$ cat src/rtl/refresh_scheduler.sv
// refresh_scheduler: per-rank refresh debt tracking with a single shared PREA/REF sequencer
module refresh_scheduler #(
  parameter int NUM_RNK_TOT = 2,
  parameter int RNK_SEL_WIDTH = 1,
  parameter int CMD_TYPE_WIDTH = 3,
  parameter logic [CMD_TYPE_WIDTH-1:0] CMD_PREA = 3'd5,
  parameter logic [CMD_TYPE_WIDTH-1:0] CMD_REF = 3'd6,
  parameter int TREFI = 16,
  parameter int TRP = 3,
  parameter int TRFC = 10,
  parameter int MAX_DEBT = 8,
  parameter int URGENT_DEBT = 4,
  parameter int CNT_WIDTH = 8,
  parameter real TCQ = 0.1
) (
  input  logic                      i_clk,
  input  logic                      i_rstn,
  input  logic                      i_enable,
  input  logic [NUM_RNK_TOT-1:0]    i_rank_quiet,
  input  logic                      i_ref_ready,
  output logic [NUM_RNK_TOT-1:0]    o_block_rank,
  output logic                      o_ref_valid,
  output logic [CMD_TYPE_WIDTH-1:0] o_ref_cmd,
  output logic [RNK_SEL_WIDTH-1:0]  o_ref_rank,
  output logic [NUM_RNK_TOT-1:0]    o_urgent,
  output logic                      o_overflow
);
  localparam int DW = $clog2(MAX_DEBT + 1);
  typedef enum logic [2:0] {IDLE, BLOCK, PREA, WAIT_RP, REF, WAIT_RFC} state_t;
  state_t state, state_nxt;
  logic [CNT_WIDTH-1:0] ivl [NUM_RNK_TOT];
  logic [DW-1:0] debt [NUM_RNK_TOT];
  logic [CNT_WIDTH-1:0] timer, timer_nxt;
  logic [RNK_SEL_WIDTH-1:0] target, target_nxt, pick;
  logic [NUM_RNK_TOT-1:0] tick, done, full;
  logic found;
  // per-rank tick/completion/saturation flags, urgency, and rank selection (urgent first, lowest index wins)
  always_comb begin
    tick = '0;
    done = '0;
    full = '0;
    o_urgent = '0;
    found = 1'b0;
    pick = '0;
    for (int r = 0; r < NUM_RNK_TOT; r++) begin
      tick[r] = i_enable && ivl[r] == '0;
      done[r] = state == WAIT_RFC && timer == '0 && target == RNK_SEL_WIDTH'(r);
      full[r] = debt[r] == DW'(MAX_DEBT);
      o_urgent[r] = debt[r] >= DW'(URGENT_DEBT);
    end
    for (int r = NUM_RNK_TOT - 1; r >= 0; r--)
      if (debt[r] != '0 && i_rank_quiet[r]) begin
        found = 1'b1;
        pick = RNK_SEL_WIDTH'(r);
      end
    for (int r = NUM_RNK_TOT - 1; r >= 0; r--)
      if (o_urgent[r]) begin
        found = 1'b1;
        pick = RNK_SEL_WIDTH'(r);
      end
  end
  // interval counters, saturating debt (tick and completion in one cycle cancel) and sticky overflow
  always_ff @(posedge i_clk or negedge i_rstn) begin
    if (!i_rstn) begin
      for (int r = 0; r < NUM_RNK_TOT; r++) begin
        ivl[r] <= CNT_WIDTH'(TREFI - 1);
        debt[r] <= '0;
      end
      o_overflow <= 1'b0;
    end else begin
      for (int r = 0; r < NUM_RNK_TOT; r++) begin
        if (i_enable) ivl[r] <= tick[r] ? CNT_WIDTH'(TREFI - 1) : ivl[r] - CNT_WIDTH'(1);
        if (tick[r] && !done[r] && !full[r]) debt[r] <= debt[r] + DW'(1);
        else if (done[r] && !tick[r] && debt[r] != '0) debt[r] <= debt[r] - DW'(1);
      end
      if (|(tick & ~done & full)) o_overflow <= 1'b1;
    end
  end
  // sequencer state, service timer and latched target rank
  always_ff @(posedge i_clk or negedge i_rstn) begin
    if (!i_rstn) begin
      state <= IDLE;
      timer <= '0;
      target <= '0;
    end else begin
      state <= state_nxt;
      timer <= timer_nxt;
      target <= target_nxt;
    end
  end
  // next-state logic and refresh-path outputs; the target stays blocked for the whole service
  always_comb begin
    state_nxt = state;
    timer_nxt = timer;
    target_nxt = target;
    o_block_rank = '0;
    o_ref_valid = 1'b0;
    o_ref_cmd = '0;
    o_ref_rank = '0;
    if (state != IDLE) o_block_rank[target] = 1'b1;
    case (state)
      IDLE: if (i_enable && found) begin
        state_nxt = BLOCK;
        target_nxt = pick;
      end
      BLOCK: if (i_rank_quiet[target]) state_nxt = PREA;
      PREA: begin
        o_ref_valid = 1'b1;
        o_ref_cmd = CMD_PREA;
        if (i_ref_ready) begin
          timer_nxt = CNT_WIDTH'(TRP - 1);
          state_nxt = WAIT_RP;
        end
      end
      WAIT_RP: if (timer == '0) state_nxt = REF; else timer_nxt = timer - CNT_WIDTH'(1);
      REF: begin
        o_ref_valid = 1'b1;
        o_ref_cmd = CMD_REF;
        if (i_ref_ready) begin
          timer_nxt = CNT_WIDTH'(TRFC - 1);
          state_nxt = WAIT_RFC;
        end
      end
      WAIT_RFC: if (timer == '0) state_nxt = IDLE; else timer_nxt = timer - CNT_WIDTH'(1);
      default: state_nxt = IDLE;
    endcase
    if (o_ref_valid) o_ref_rank = target;
  end
endmodule

$ cat config.mk
export PLATFORM = sky130hd
export DESIGN_NAME = refresh_scheduler
export DESIGN_NICKNAME = d
export VERILOG_FILES = /design/src/rtl/refresh_scheduler.sv
export SDC_FILE = /design/constraint.sdc
export NUM_CORES = 1
export LEC_CHECK = 0
export BUFFER_PORTS_ARGS = -buffer_cell sky130_fd_sc_hd__buf_4
export CORE_UTILIZATION = 40
export DETAILED_ROUTE_END_ITERATION = 10
export PLACE_DENSITY_LB_ADDON = 0.1
export SYNTH_ARGS = -nofsm -noshare
export SYNTH_HDL_FRONTEND = slang
export SYNTH_SLANG_ARGS = --single-unit
$ cat constraint.sdc
create_clock -name i_clk -period 4.2 [get_ports i_clk]
set_input_delay 0.63 -clock i_clk [delete_from_list [all_inputs] [get_ports i_clk]]
set_output_delay 0.63 -clock i_clk [all_outputs]
set_load 0.02 [all_outputs]
==> results.txt, run 1 <==
- Number of distinct library cell variants in the gate-level netlist after synthesis: 56
- Setup slack on the worst flop-to-flop path: 1.32 ns
- Summed over all nets, the half-perimeter wirelength after detailed placement is 3.32 mm.
- In this run the static leakage power is between 1 and 1.5 nW.
* Tcrit/Tclk final: 0.686
- After detailed routing, the total wire length is 4.53 mm.
* Critical path fanouts, max: 7
- The floorplan has 27 rows.
- Count of cells resized by post-cts repair: 0
- Clock tree from TritonCTS: yes
- STA classifies the critical path endpoint as a flop.
- Crit-path leading delay family: simple AND/OR/NAND/NOR gates
- The via count of the first global-routing pass came to approximately 1700.
- Initial antenna violation count: 0
- The routed design uses 2.03 mm of met2 wire.
- The clock arrives with 0.00760 ns of skew.
- Adder-cell share of the synthesized area: 0.0717
* Top-level I/O count: 16
- Once detail routing completed, the nets flagged for antenna violations numbered 0.
- The share of total power dissipated in sequential elements is 0.420.
* Global-route wire length before repair: roughly 8.1 mm
* Yosys Warn Count: 0
- Xor and xnor fraction of the mapped netlist area: 0.0646
- Iteration-0 DRC Markers: between 100 and 150
- At the pin with the least slew margin, the transition time is 0.607 ns.
* Postcts setup bufs: 0
- Synthesis produced 240 cells.
* Main flop type after synthesis: sky130_fd_sc_hd__dfrtp_1
- Static timing analysis puts the maximum clock frequency at 0.347 GHz.
- Synthesis inferred 37 register bits.
- Die height: between 70 and 80 µm
* Switching power summed over all nets: ~720 µW
- No sink is reached through more buffers than the 2 on the longest clock path.
- Share of the yosys chip area belonging to registers: 0.406
- In this run the power density over the cells is around 670 nW/µm².
* Routed length on met3: about 120 µm
- The pre-antenna-repair detailed-routing pass consisted of 4 iterations.
- Logic depth of the worst path, buffers included: 10
- Die extent in x: 77.9 µm
- After detailed routing, the wire length on met1 is 2.34 mm.
- The slowest stage of the critical path is the sky130_fd_sc_hd__or4b_1 cell.
* Worst hold slack: 0.301 ns
- Die area: 6070 µm²
- After clock tree synthesis, the clock-pin slew on the worst setup and hold paths is roughly 0.07 ns.
- Logic pwr share: 0.441
- Net count after synthesis: 258
* Critical Path Source Type: flop
* Max-slew violations: 0
- Post-synthesis compound-gate area fraction: 0.127
* Max_slew headroom: 0.592
* Power Internal: 982 µW
* Pin count of the biggest net entering global routing: 38
- The share of total power dissipated in the clock network is 0.139.
* Insertion delay to the later sink of the worst-skew pair: 0.28 ns
- Critical path's largest stage delay: 0.54 ns
- DR vias: 1754
* Root buf cell: sky130_fd_sc_hd__clkbuf_8
* Count of max-cap constraint violations: 0
- The initial utilization of the core area, before any placement, comes to 0.416.
- Across the VDD grid, the largest voltage drop is between 0.2 and 0.25 mV.
- Once routing completed, OpenROAD measured the worst setup slack at 1.32 ns.
* Critical path buffer and inverter count: 1
* Endpoints failing setup: 0
- The cell area that synthesis handed to floorplanning was roughly 2300 µm².
- Number of enable-type register cells in the synthesized netlist: 0
* Setup Total Neg Slack: 0 ns
- STA puts the critical path data arrival time at 3.05 ns.
- Setup slack after placement: 1.24 ns
- Number of cell instances on the worst register-to-register path: 10
* Setup repair after global routing missed its margin: false
- For this run, the total global-route usage over all layers was measured as 0.171.
* Worst EP required: 4.37 ns
- Dividing the detail-routed via count by the number of cells gives 5.35.
- Of the total power, the share spent switching nets is 0.422.
- Measured against the total synthesized area, the mux share comes to 0.0369.
* Fraction of layout cells with a size suffix above 1: 0.164
* Growth of design area from synthesis to finish: 10.8%
- The congestion estimate from routability-driven global placement came to around 0.80.
- After global routing the overflow that remains totals 0.
* Status: complete, no violations
- The sequential cells in the finished layout cover a total of 936 µm².
- After detailed routing, the number of remaining DRC violations is 0.
- Input/output buffers: 15
- After filler insertion, the fill cell instance count of the layout stands at 547.
- The H-tree generated during clock tree synthesis spans 2 levels.
- Hold buffer count at CTS: 0
- DR top layer: met4
- In this run the standard cell core region covers 5540 µm².
- Routed length per instance: about 14 µm
- The number of clock buffers added by TritonCTS is 5.
* Total number of nets in the final design: 273
- Of the total synthesized cell area, the portion taken by AND, OR, NAND and NOR gates is 0.260.
- The worst setup path is of the reg2reg kind.
- Dominant combinational cell family by area after synthesis: simple AND/OR/NAND/NOR gates
- The routed design could run at a clock period as short as 2.88 ns.
- Startpoint of the worst-slack reg-to-reg timing path: ivl[0]$_DFFE_PN1P_
* Clock Sink Count: 37
- The number of antenna diodes in the final layout is 0.
- Hold Fails Final Rpt: 0
* Worst hold path type: in2async
- After synthesis, the mean cell area works out to 9.60 µm².
* Worst R2R End: debt[3]$_DFFE_PN0P_
* Cell breakdown of the critical path: inv_1 -> ha_1 -> or4b_1 -> nor2_2 -> nand3_1 -> ha_1 -> a21oi_1 -> nand2_1 -> a221oi_1 -> a21oi_1
- Asr flop ratio synth: 1.00
* Area of the multi-input gates: 1290 µm²
## cell families (layout without fill, tap and decap cells)
logic type	Yosys count	count (layout)
and+or+nand+nor	104	104
AOI/OAI and AO/OA	44	44
DFF	37	37
buffers and inverters	18	34
xor gates and xnor gates	17	17
adders and majority gates	12	12
muxes	8	8
## placed cells by master (no fill, tap or decap), types with 2 or more instances in the layout
master,netlist,routed
sky130_fd_sc_hd__a21oi_1,14,14
sky130_fd_sc_hd__clkbuf_8,0,5
sky130_fd_sc_hd__o31ai_1,2,2
sky130_fd_sc_hd__fa_1,2,2
sky130_fd_sc_hd__or4b_1,2,2
sky130_fd_sc_hd__nor2b_1,5,5
sky130_fd_sc_hd__o21ai_0,8,8
sky130_fd_sc_hd__and4b_1,3,3
sky130_fd_sc_hd__and2_1,5,5
sky130_fd_sc_hd__nor2_1,25,25
sky130_fd_sc_hd__dfstp_2,8,8
sky130_fd_sc_hd__nor4b_1,2,2
sky130_fd_sc_hd__nand2_1,16,16
sky130_fd_sc_hd__mux2_2,3,3
sky130_fd_sc_hd__mux2i_1,4,4
sky130_fd_sc_hd__or2_2,2,2
sky130_fd_sc_hd__or4_1,2,2
sky130_fd_sc_hd__nand4b_1,2,2
sky130_fd_sc_hd__buf_4,2,15
sky130_fd_sc_hd__or3_1,2,2
sky130_fd_sc_hd__dfrtp_1,29,29
sky130_fd_sc_hd__ha_1,10,10
sky130_fd_sc_hd__o21a_1,2,2
sky130_fd_sc_hd__o41ai_1,2,2
sky130_fd_sc_hd__xor2_1,10,10
sky130_fd_sc_hd__nor3_1,15,15
sky130_fd_sc_hd__clkbuf_1,4,3
sky130_fd_sc_hd__nand3_1,10,10
sky130_fd_sc_hd__a31oi_1,3,3
sky130_fd_sc_hd__inv_1,11,11
sky130_fd_sc_hd__a21o_1,3,3
sky130_fd_sc_hd__xnor2_1,7,7
## worst max path at each step
stage,from,to,slack [ns]
after floorplan,i_enable,debt[7]$_DFFE_PN0P_,1.48
after global placement,i_enable,debt[3]$_DFFE_PN0P_,1.30
after global routing,ivl[0]$_DFFE_PN1P_,debt[3]$_DFFE_PN0P_,1.07
final,ivl[0]$_DFFE_PN1P_,debt[3]$_DFFE_PN0P_,1.32
after detailed placement,i_enable,debt[3]$_DFFE_PN0P_,1.24
after CTS,ivl[0]$_DFFE_PN1P_,debt[3]$_DFFE_PN0P_,1.31
## area by class of cell
| type | count | area share |
|---|---|---|
| clock buffers | 8 | 0.0314 |
| inverters | 11 | 0.0162 |
| multi-input cells | 185 | 0.506 |
| flip-flops and latches | 37 | 0.367 |
| well taps | 72 | 0.0353 |
| repair buffers | 15 | 0.0441 |
## synth_stat cells (3+ instances only)
| master | number | share of area |
|---|---|---|
| sky130_fd_sc_hd__a21o_1 | 3 | 0.0098 |
| sky130_fd_sc_hd__a21oi_1 | 14 | 0.030 |
| sky130_fd_sc_hd__a31oi_1 | 3 | 0.0081 |
| sky130_fd_sc_hd__and2_1 | 5 | 0.014 |
| sky130_fd_sc_hd__and4b_1 | 3 | 0.013 |
| sky130_fd_sc_hd__clkbuf_1 | 4 | 0.0065 |
| sky130_fd_sc_hd__dfrtp_1 | 29 | 0.32 |
| sky130_fd_sc_hd__dfstp_2 | 8 | 0.091 |
| sky130_fd_sc_hd__ha_1 | 10 | 0.054 |
| sky130_fd_sc_hd__inv_1 | 11 | 0.018 |
| sky130_fd_sc_hd__mux2_2 | 3 | 0.015 |
| sky130_fd_sc_hd__mux2i_1 | 4 | 0.017 |
| sky130_fd_sc_hd__nand2_1 | 16 | 0.026 |
| sky130_fd_sc_hd__nand3_1 | 10 | 0.022 |
| sky130_fd_sc_hd__nor2_1 | 25 | 0.041 |
| sky130_fd_sc_hd__nor2b_1 | 5 | 0.014 |
| sky130_fd_sc_hd__nor3_1 | 15 | 0.033 |
| sky130_fd_sc_hd__o21ai_0 | 8 | 0.017 |
| sky130_fd_sc_hd__xnor2_1 | 7 | 0.027 |
| sky130_fd_sc_hd__xor2_1 | 10 | 0.038 |
## sequential cells by signal, indices dropped and copies added, names as in the netlist
name        cells
timer           8
ivl            16
target          1
state           3
debt            8
o_overflow      1
## stage by stage
step | total power, mW | area [µm²] | cells | utilization
finish | 1.70 | 2550 | 328 | 0.460
global route | 1.87 | 2550 | 328 | 0.460
CTS | 1.72 | 2550 | 328 | 0.460
detailed placement | 1.47 | 2470 | 320 | 0.446
global placement | 1.46 | 2470 | 320 | 0.446
floorplan | 1.27 | 2300 | 240 | -
## per-layer routing
metal	vias to the layer above	GRT usage
met2	17	0.265
met1	840	0.241
met4	0	0.0453
li1	891	-
met5	-	0
met3	6	0.0365
## power groups by stage
stage                     clock network [mW]  registers [mW]  logic (mW)
final                                  0.237           0.713       0.748
after global routing                   0.265           0.744       0.858
after CTS                              0.249           0.712       0.755
after detailed placement                   0           0.717       0.749
after global placement                     0           0.718       0.743
after floorplan                            0           0.657       0.612
Note: power is estimated with default switching activity, not from simulation.
==> inputs of run 2 (changes only) <==
==> constraint.sdc (replaced) <==
create_clock -name i_clk -period 2.3 [get_ports i_clk]
set_input_delay 0.345 -clock i_clk [delete_from_list [all_inputs] [get_ports i_clk]]
set_output_delay 0.345 -clock i_clk [all_outputs]
set_load 0.02 [all_outputs]
==> results.txt, run 2 (same netlist as run 1, synthesis figures left out) <==
- The area growth from synthesis to layout is 30.3% (was 10.8%).
* Max_slew headroom: 0.672 (was 0.592)
* Pin count of the biggest net entering global routing: 38 (unchanged)
- Antenna Diode Count: 0 (unchanged)
- Vias per cell: 5.18 (was 5.35)
- Number of buffers inserted during clock tree synthesis: 5 (unchanged)
* Max-slew violations: 0 (unchanged)
- Hold Fails Final Rpt: 0 (unchanged)
* Crit path capture type: flop (unchanged)
* Initial standard-cell utilization of the core: 0.416 (unchanged)
* Registers with the most flip-flops: ivl x16, debt x8, timer x8 (unchanged)
- Maximum clock rate: 0.434 GHz (was 0.347 GHz)
* Die extent in x: 77.9 µm (unchanged)
* Final worst path period need: 2.30 ns (was 2.88 ns)
* GRT Residual Overflow: 0 (unchanged)
- The power density over cell area was 1210 nW/µm² (was 665 nW/µm²).
* Leading cell type in the layout, fill and taps excluded: sky130_fd_sc_hd__buf_4 (was sky130_fd_sc_hd__dfrtp_1)
- Most frequent cells in the layout: sky130_fd_sc_hd__buf_4 (53), sky130_fd_sc_hd__dfrtp_1 (29), sky130_fd_sc_hd__nor2_1 (24) (was sky130_fd_sc_hd__dfrtp_1 (29), sky130_fd_sc_hd__nor2_1 (25), sky130_fd_sc_hd__nand2_1 (16)).
- The overall via count from detail_route was 1897 (was 1754).
- The final cell utilization of the core is 0.542 (was 0.460).
- The register-to-register path setup slack is -0.003 ns (was 1.32 ns).
- The worst clock skew on the final layout was 0.00567 ns (was 0.00760 ns).
- The CTS root buffer is sky130_fd_sc_hd__clkbuf_8 (unchanged).
- The met1 track demand over resource in global routing came to 0.249 (was 0.241).
- The share of final-layout standard cells stronger than drive strength 1 came to 0.357 (was 0.164).
- The most crowded layer after global routing is met2 (unchanged).
* Met2 Resource Use GR: 0.292 (was 0.265)
- The sort of element at the start of the critical path was a flop (unchanged).
* Combined global-route utilization of all metal layers: 0.186 (was 0.171)
- The number of rows in the core area is 27 (unchanged).
- The non-filler instance count after layout came to 366 (was 328).
- Worst setup path start: timer[1]$_DFFE_PN0P_ (was ivl[0]$_DFFE_PN1P_)
* Total DRC errors in the routed layout: 0 (unchanged)
* Critical path fanouts, max: 4 (was 7)
* Tcrit/Tclk final: 1.00 (was 0.686)
- The routed wire length is 5.32 mm (was 4.53 mm).
- The worst setup slack after layout was -0.00294 ns (was 1.32 ns).
- The iteration count of the initial detailed-routing pass came to 4 (unchanged).
- The clock sink total came to 37 (unchanged).
* Startpoint of the worst-slack reg-to-reg timing path: timer[1]$_DFFE_PN0P_ (was ivl[0]$_DFFE_PN1P_)
- Final HPWL from detailed placement: 3.85 mm (was 3.32 mm)
- Insertion delay to the later sink of the worst-skew pair: 0.28 ns (about the same)
* Number of fill cells: 522 (was 547)
- The path depth of the worst reg2reg path is 12 (was 10).
- The number of DRC violations after detailed-routing iteration 0 came to 98 (was 111).
- The number of ports placed on the die boundary came to 16 (unchanged).
- Crit path kind: reg2reg (unchanged)
- The clock transition at the registers of the reported paths is 0.08 ns (was 0.07 ns).
* Endpoints failing setup: 1 (was 0)
- Routed length per instance: 14.5 µm (was 13.8 µm)
- Die height: 77.9 µm (unchanged)
* Core area: 5540 µm² (unchanged)
* Violations in the final reports: setup timing
* Worst hold path type: in2async (unchanged)
- Arrival time at the worst endpoint: 2.52 ns (was 3.05 ns)
* Final weighted congestion of routability-driven global placement: 0.813 (was 0.803)
* Number of global-route vias before repair: 1856 (was 1706)
* Leakage dissipation: 1.32 nW (was 1.11 nW)
- The CTS tree is yes (unchanged).
* Worst EP required: 2.52 ns (was 4.37 ns)
* Largest register by flop count: ivl (unchanged)
- Global-route wire length before repair: 8.73 mm (was 8.10 mm)
* Initial antenna violation count: 0 (unchanged)
- The number of buffers inserted by hold repair at cts is 0 (unchanged).
- Max FFs per register: 16 (unchanged)
- The met3 usage in global routing is 0.0424 (was 0.0365).
- The total of max-cap violations was 0 (unchanged).
- Setup repair after global routing missed its margin: true (was false).
- The transition at the pin with the smallest max-transition slack is 0.491 ns (was 0.607 ns).
* Input/output buffers: 15 (unchanged)
- Die area: 6070 µm² (unchanged)
- Status: complete, but fails checks (was complete, no violations).
* Detail Route Antenna Nets: 0 (unchanged)
- The post-placement cell count came to 352 (was 320).
- Worst IR Drop VDD: 0.441 mV (was 0.243 mV)
- Clk buf depth: 2 (unchanged)
- Total number of nets in the final design: 311 (was 273)
- The H-tree depth reported by CTS came to 2 (unchanged).
==> run 2: power breakdown <==
group	leakage [nW]	switching, mW	internal, mW
Sequential	0.454	0.286	0.954
Combinational	0.818	0.981	0.960
Clock	0.0450	0.231	0.210
Total	1.32	1.50	2.12
==> run 2: per-stage QoR <==
stage / cell area [µm²] / total power [mW] / hold slack, ns / worst slack (ns) / TNS, ns
3_3_place_gp: 2800 / 3.02 / 0.348 / 0.00985 / 0
2_1_floorplan: 2390 / 2.38 / 0.0494 / -0.0446 / -0.0790
3_5_place_dp: 2800 / 3.03 / 0.348 / -0.0280 / -0.0280
4_1_cts: 2890 / 3.52 / 0.0300 / 0.00942 / 0
6_report: 3000 / 3.62 / 0.0179 / -0.00294 / -0.00294
5_1_grt: 3000 / 3.92 / 0.0452 / -0.117 / -0.213
==> run 2: worst paths after layout <==
kind                                     endpoint
min in group i_clk             ivl[9]$_DFFE_PN1P_
max reg2reg                   debt[7]$_DFFE_PN0P_
max                           debt[7]$_DFFE_PN0P_
min reg2reg                o_overflow$_DFFE_PN0P_
max in group asynchronous      ivl[0]$_DFFE_PN1P_
min                          state[1]$_DFFE_PN0P_
==> run 2: cell type report <==
type | count | area [µm²] | area share
clock inverter | 2 | 10.0 | 0.00334
clock buffer | 6 | 72.6 | 0.0242
inverter | 11 | 41.3 | 0.0138
sequential | 37 | 936 | 0.312
tap | 72 | 90.1 | 0.0300
multi-input combinational | 185 | 1450 | 0.484
timing repair buffer | 53 | 398 | 0.133
==> run 2: repair_timing <==
action / CTS / global route
gates resized for setup: 2 / 12
setup endpoints to repair: 1 / 4
setup buffers: 0 / 6
pin swaps: 2 / 10
==> run 2: per-layer routing <==
layer,vias up,part of all wire
li1,958,-
met1,911,0.51
met2,26,0.46
met3,2,0.026
met4,0,0.0045
met5,-,0
==> run 2: critical path: stages (launching register included) <==
cell and delay [ns]:
sky130_fd_sc_hd__dfrtp_1 0.36, sky130_fd_sc_hd__inv_1 0.07, sky130_fd_sc_hd__ha_2 0.16, sky130_fd_sc_hd__and4bb_2 0.22, sky130_fd_sc_hd__and4b_2 0.26, sky130_fd_sc_hd__nor2_4 0.14, sky130_fd_sc_hd__nand2_4 0.08, sky130_fd_sc_hd__ha_4 0.20
sky130_fd_sc_hd__a21o_1 0.18, sky130_fd_sc_hd__a21oi_4 0.19, sky130_fd_sc_hd__and4b_1 0.23, sky130_fd_sc_hd__nor3_2 0.05, sky130_fd_sc_hd__a21oi_1 0.11
==> inputs of run 3 (changes only) <==
--- a/config.mk
+++ b/config.mk
@@ -9,6 +9,7 @@
 export CORE_UTILIZATION = 40
 export DETAILED_ROUTE_END_ITERATION = 10
 export PLACE_DENSITY_LB_ADDON = 0.1
+export RECOVER_POWER = 100
 export SYNTH_ARGS = -nofsm -noshare
 export SYNTH_HDL_FRONTEND = slang
 export SYNTH_SLANG_ARGS = --single-unit
==> results.txt, run 3 (same netlist as run 1, synthesis figures left out) <==
- The routed wire length was 5.32 mm (about the same).
* Worst R2R End: debt[7]$_DFFE_PN0P_ (unchanged)
* Maximum clock rate: 0.434 GHz (about the same)
- The leading cell type in the layout, fill and taps excluded is sky130_fd_sc_hd__buf_4 (unchanged).
- The number of flip-flops under the largest register name is 16 (unchanged).
- Endpoints failing setup: 1 (unchanged)
- The first-pass GRT wire length was 8.73 mm (unchanged).
- Number of cells in the design after placement: 352 (unchanged)
- The setup slack at placement was -0.0280 ns (unchanged).
- Clock tree from TritonCTS: yes (unchanged)
- The final-report hold violation count is 0 (unchanged).
* GRT Residual Overflow: 0 (unchanged)
- The number of ports placed on the die boundary is 16 (unchanged).
* Critical Path Source Type: flop (unchanged)
* Root buf cell: sky130_fd_sc_hd__clkbuf_8 (unchanged)
- The mean number of vias per cell was 5.18 (about the same).
* Clock transition at the register clock pins on the worst setup and hold paths after CTS: 0.08 ns (about the same)
- The clock period minus final worst setup slack is 2.30 ns (about the same).
* Worst path setup slack after routing: -0.00258 ns (was -0.00294 ns)
- The die boundary width was 77.9 µm (unchanged).
* Number of iterations in the first detailed-routing pass: 4 (unchanged)
- The CTS buffer count is 5 (unchanged).
- The arrival time of the worst setup path is 2.52 ns (about the same).
* Leakage dissipation: 1.30 nW (was 1.32 nW)
- The H-tree depth reported by CTS was 2 (unchanged).
* Number of fill cells: 520 (was 522)
- The number of buffers on the longest clock path is 2 (unchanged).
- Max-slew violations: 38 (was 0)
- Largest register by flop count: ivl (unchanged)
* Pin count of the biggest net entering global routing: 38 (unchanged)
* Input/output buffers: 15 (unchanged)
* Hold-critical path depth: 2
* Initial antenna violation count: 0 (unchanged)
* Hold buffer count at CTS: 0 (unchanged)
* Detail Route Antenna Nets: 0 (unchanged)
- The headroom to the max-slew limit is -0.371 (was 0.672).
- The overall routing resource usage is 0.186 (unchanged).
* Critical path fanouts, max: 4 (unchanged)
- Fraction of layout cells with a size suffix above 1: 0.347 (was 0.357)
- Total power per unit cell area: 1210 nW/µm² (about the same)
* Count of max-cap constraint violations: 1 (was 0)
* Most frequent cells in the layout: sky130_fd_sc_hd__buf_4 (50), sky130_fd_sc_hd__dfrtp_1 (29), sky130_fd_sc_hd__nor2_1 (24) (was sky130_fd_sc_hd__buf_4 (53), sky130_fd_sc_hd__dfrtp_1 (29), sky130_fd_sc_hd__nor2_1 (24))
- The critical path class is reg2reg (unchanged).
- Number of global-route vias before repair: 1856 (unchanged)
- Final weighted congestion of routability-driven global placement: 0.813 (unchanged)
- Setup slack on the worst flop-to-flop path: -0.003 ns (about the same)
- Hold Path Origin: i_enable
- DR vias: 1896 (was 1897)
- The path class of the lowest-slack min-delay path is in2reg (was in2async).
- The transition at the pin with the smallest max-transition slack was 2.06 ns (was 0.491 ns).
- Worst EP required: 2.52 ns (about the same)
- Finished Core Util: 0.540 (was 0.542)
* Initial standard-cell utilization of the core: 0.416 (unchanged)
- The DRC violations left was 0 (unchanged).
- Status: complete, but fails checks (unchanged).
* Die area: 6070 µm² (unchanged)
* Setup repair after global routing missed its margin: true (unchanged)
- The clock sink total came to 37 (unchanged).
- Die height: 77.9 µm (unchanged)
- Crit path capture type: flop (unchanged)
- The average wire length per cell after detail routing is 14.5 µm (about the same).
* Worst Skew: 0.00568 ns (was 0.00567 ns)
- The non-filler instance count after layout was 366 (unchanged).
* Tcrit/Tclk final: 1.00 (about the same)
- The path depth of the worst reg2reg path is 12 (unchanged).
- Iteration-0 DRC Markers: 98 (unchanged)
* Insertion delay to the later sink of the worst-skew pair: 0.28 ns (about the same)
- Violations in the final reports: capacitance limit, slew limit, setup timing (was setup timing).
* Total number of nets in the final design: 311 (unchanged)
- Registers with the most flip-flops: ivl x16, debt x8, timer x8 (unchanged)
- Startpoint of the worst-slack reg-to-reg timing path: timer[1]$_DFFE_PN0P_ (unchanged)
- Antenna Diode Count: 0 (unchanged)
- The number of rows in the core area is 27 (unchanged).
- The largest vdd supply drop was 0.441 mV (about the same).
* Growth of design area from synthesis to finish: 29.8% (was 30.3%)
- Hold-critical path endpoint: ivl[9]$_DFFE_PN1P_
- Final HPWL from detailed placement: 3.85 mm (unchanged)
- Core area: 5540 µm² (unchanged)
==> run 3: cell types whose count changed in the layout (fill, tap and decap cells not counted), sizes merged <==
cell    previous run  this run
buf               53        50
clkbuf             6         9
==> run 3: layout make-up <==
cell class / count / area (µm²) / share of cell area
clock buffer: 6 / 72.6 / 0.0243
clock inverter: 2 / 10.0 / 0.00335
inverter: 11 / 41.3 / 0.0138
multi-input combinational: 185 / 1450 / 0.486
sequential: 37 / 936 / 0.313
tap: 72 / 90.1 / 0.0301
timing repair buffer: 53 / 387 / 0.129
==> run 3: what timing repair did <==
item,in CTS,in global routing
setup endpoints to repair,1,4
buffers inserted,0,6
gates resized for setup,2,12
pin swaps,2,10
==> run 3: worst max-delay path by stage <==
stage | endpoint | from
after global placement | debt[3]$_DFFE_PN0P_ | ivl[1]$_DFFE_PN1P_
after detailed placement | debt[3]$_DFFE_PN0P_ | ivl[1]$_DFFE_PN1P_
after CTS | debt[3]$_DFFE_PN0P_ | ivl[1]$_DFFE_PN1P_
after floorplan | debt[7]$_DFFE_PN0P_ | timer[0]$_DFFE_PN0P_
final | debt[7]$_DFFE_PN0P_ | timer[1]$_DFFE_PN0P_
after global routing | debt[3]$_DFFE_PN0P_ | ivl[0]$_DFFE_PN1P_
==> run 3: per-stage QoR <==
step	power, mW	setup TNS (ns)	area [µm²]	hold slack (ns)
floorplan	2.38	-0.0790	2390	0.0494
global placement	3.02	0	2800	0.348
detailed placement	3.03	-0.0280	2800	0.348
CTS	3.52	0	2890	0.0300
global route	3.91	-0.213	2990	0.269
finish	3.61	-0.00258	2990	0.275
==> run 3: worst max-delay path: stages (launching register included) <==
cell and delay, ns:
sky130_fd_sc_hd__dfrtp_1 0.36, sky130_fd_sc_hd__inv_1 0.07, sky130_fd_sc_hd__ha_2 0.16, sky130_fd_sc_hd__and4bb_2 0.22, sky130_fd_sc_hd__and4b_2 0.26, sky130_fd_sc_hd__nor2_4 0.14, sky130_fd_sc_hd__nand2_4 0.08, sky130_fd_sc_hd__ha_4 0.20
sky130_fd_sc_hd__a21o_1 0.18, sky130_fd_sc_hd__a21oi_4 0.19, sky130_fd_sc_hd__and4b_1 0.23, sky130_fd_sc_hd__nor3_2 0.05, sky130_fd_sc_hd__a21oi_1 0.11
==> run 3: where the power goes <==
part,internal (mW),switching (mW),total [mW]
clock,0.210,0.231,0.441
sequential,0.954,0.286,1.24
combinational,0.950,0.981,1.93
==> run 3: layer usage <==
metal / part of all wire / vias up / GRT usage
met3: 0.026 / 2 / 0.0424
met1: 0.51 / 909 / 0.249
met4: 0.0045 / 0 / 0.0642
li1: - / 959 / -
met5: 0 / - / 0
met2: 0.46 / 26 / 0.292
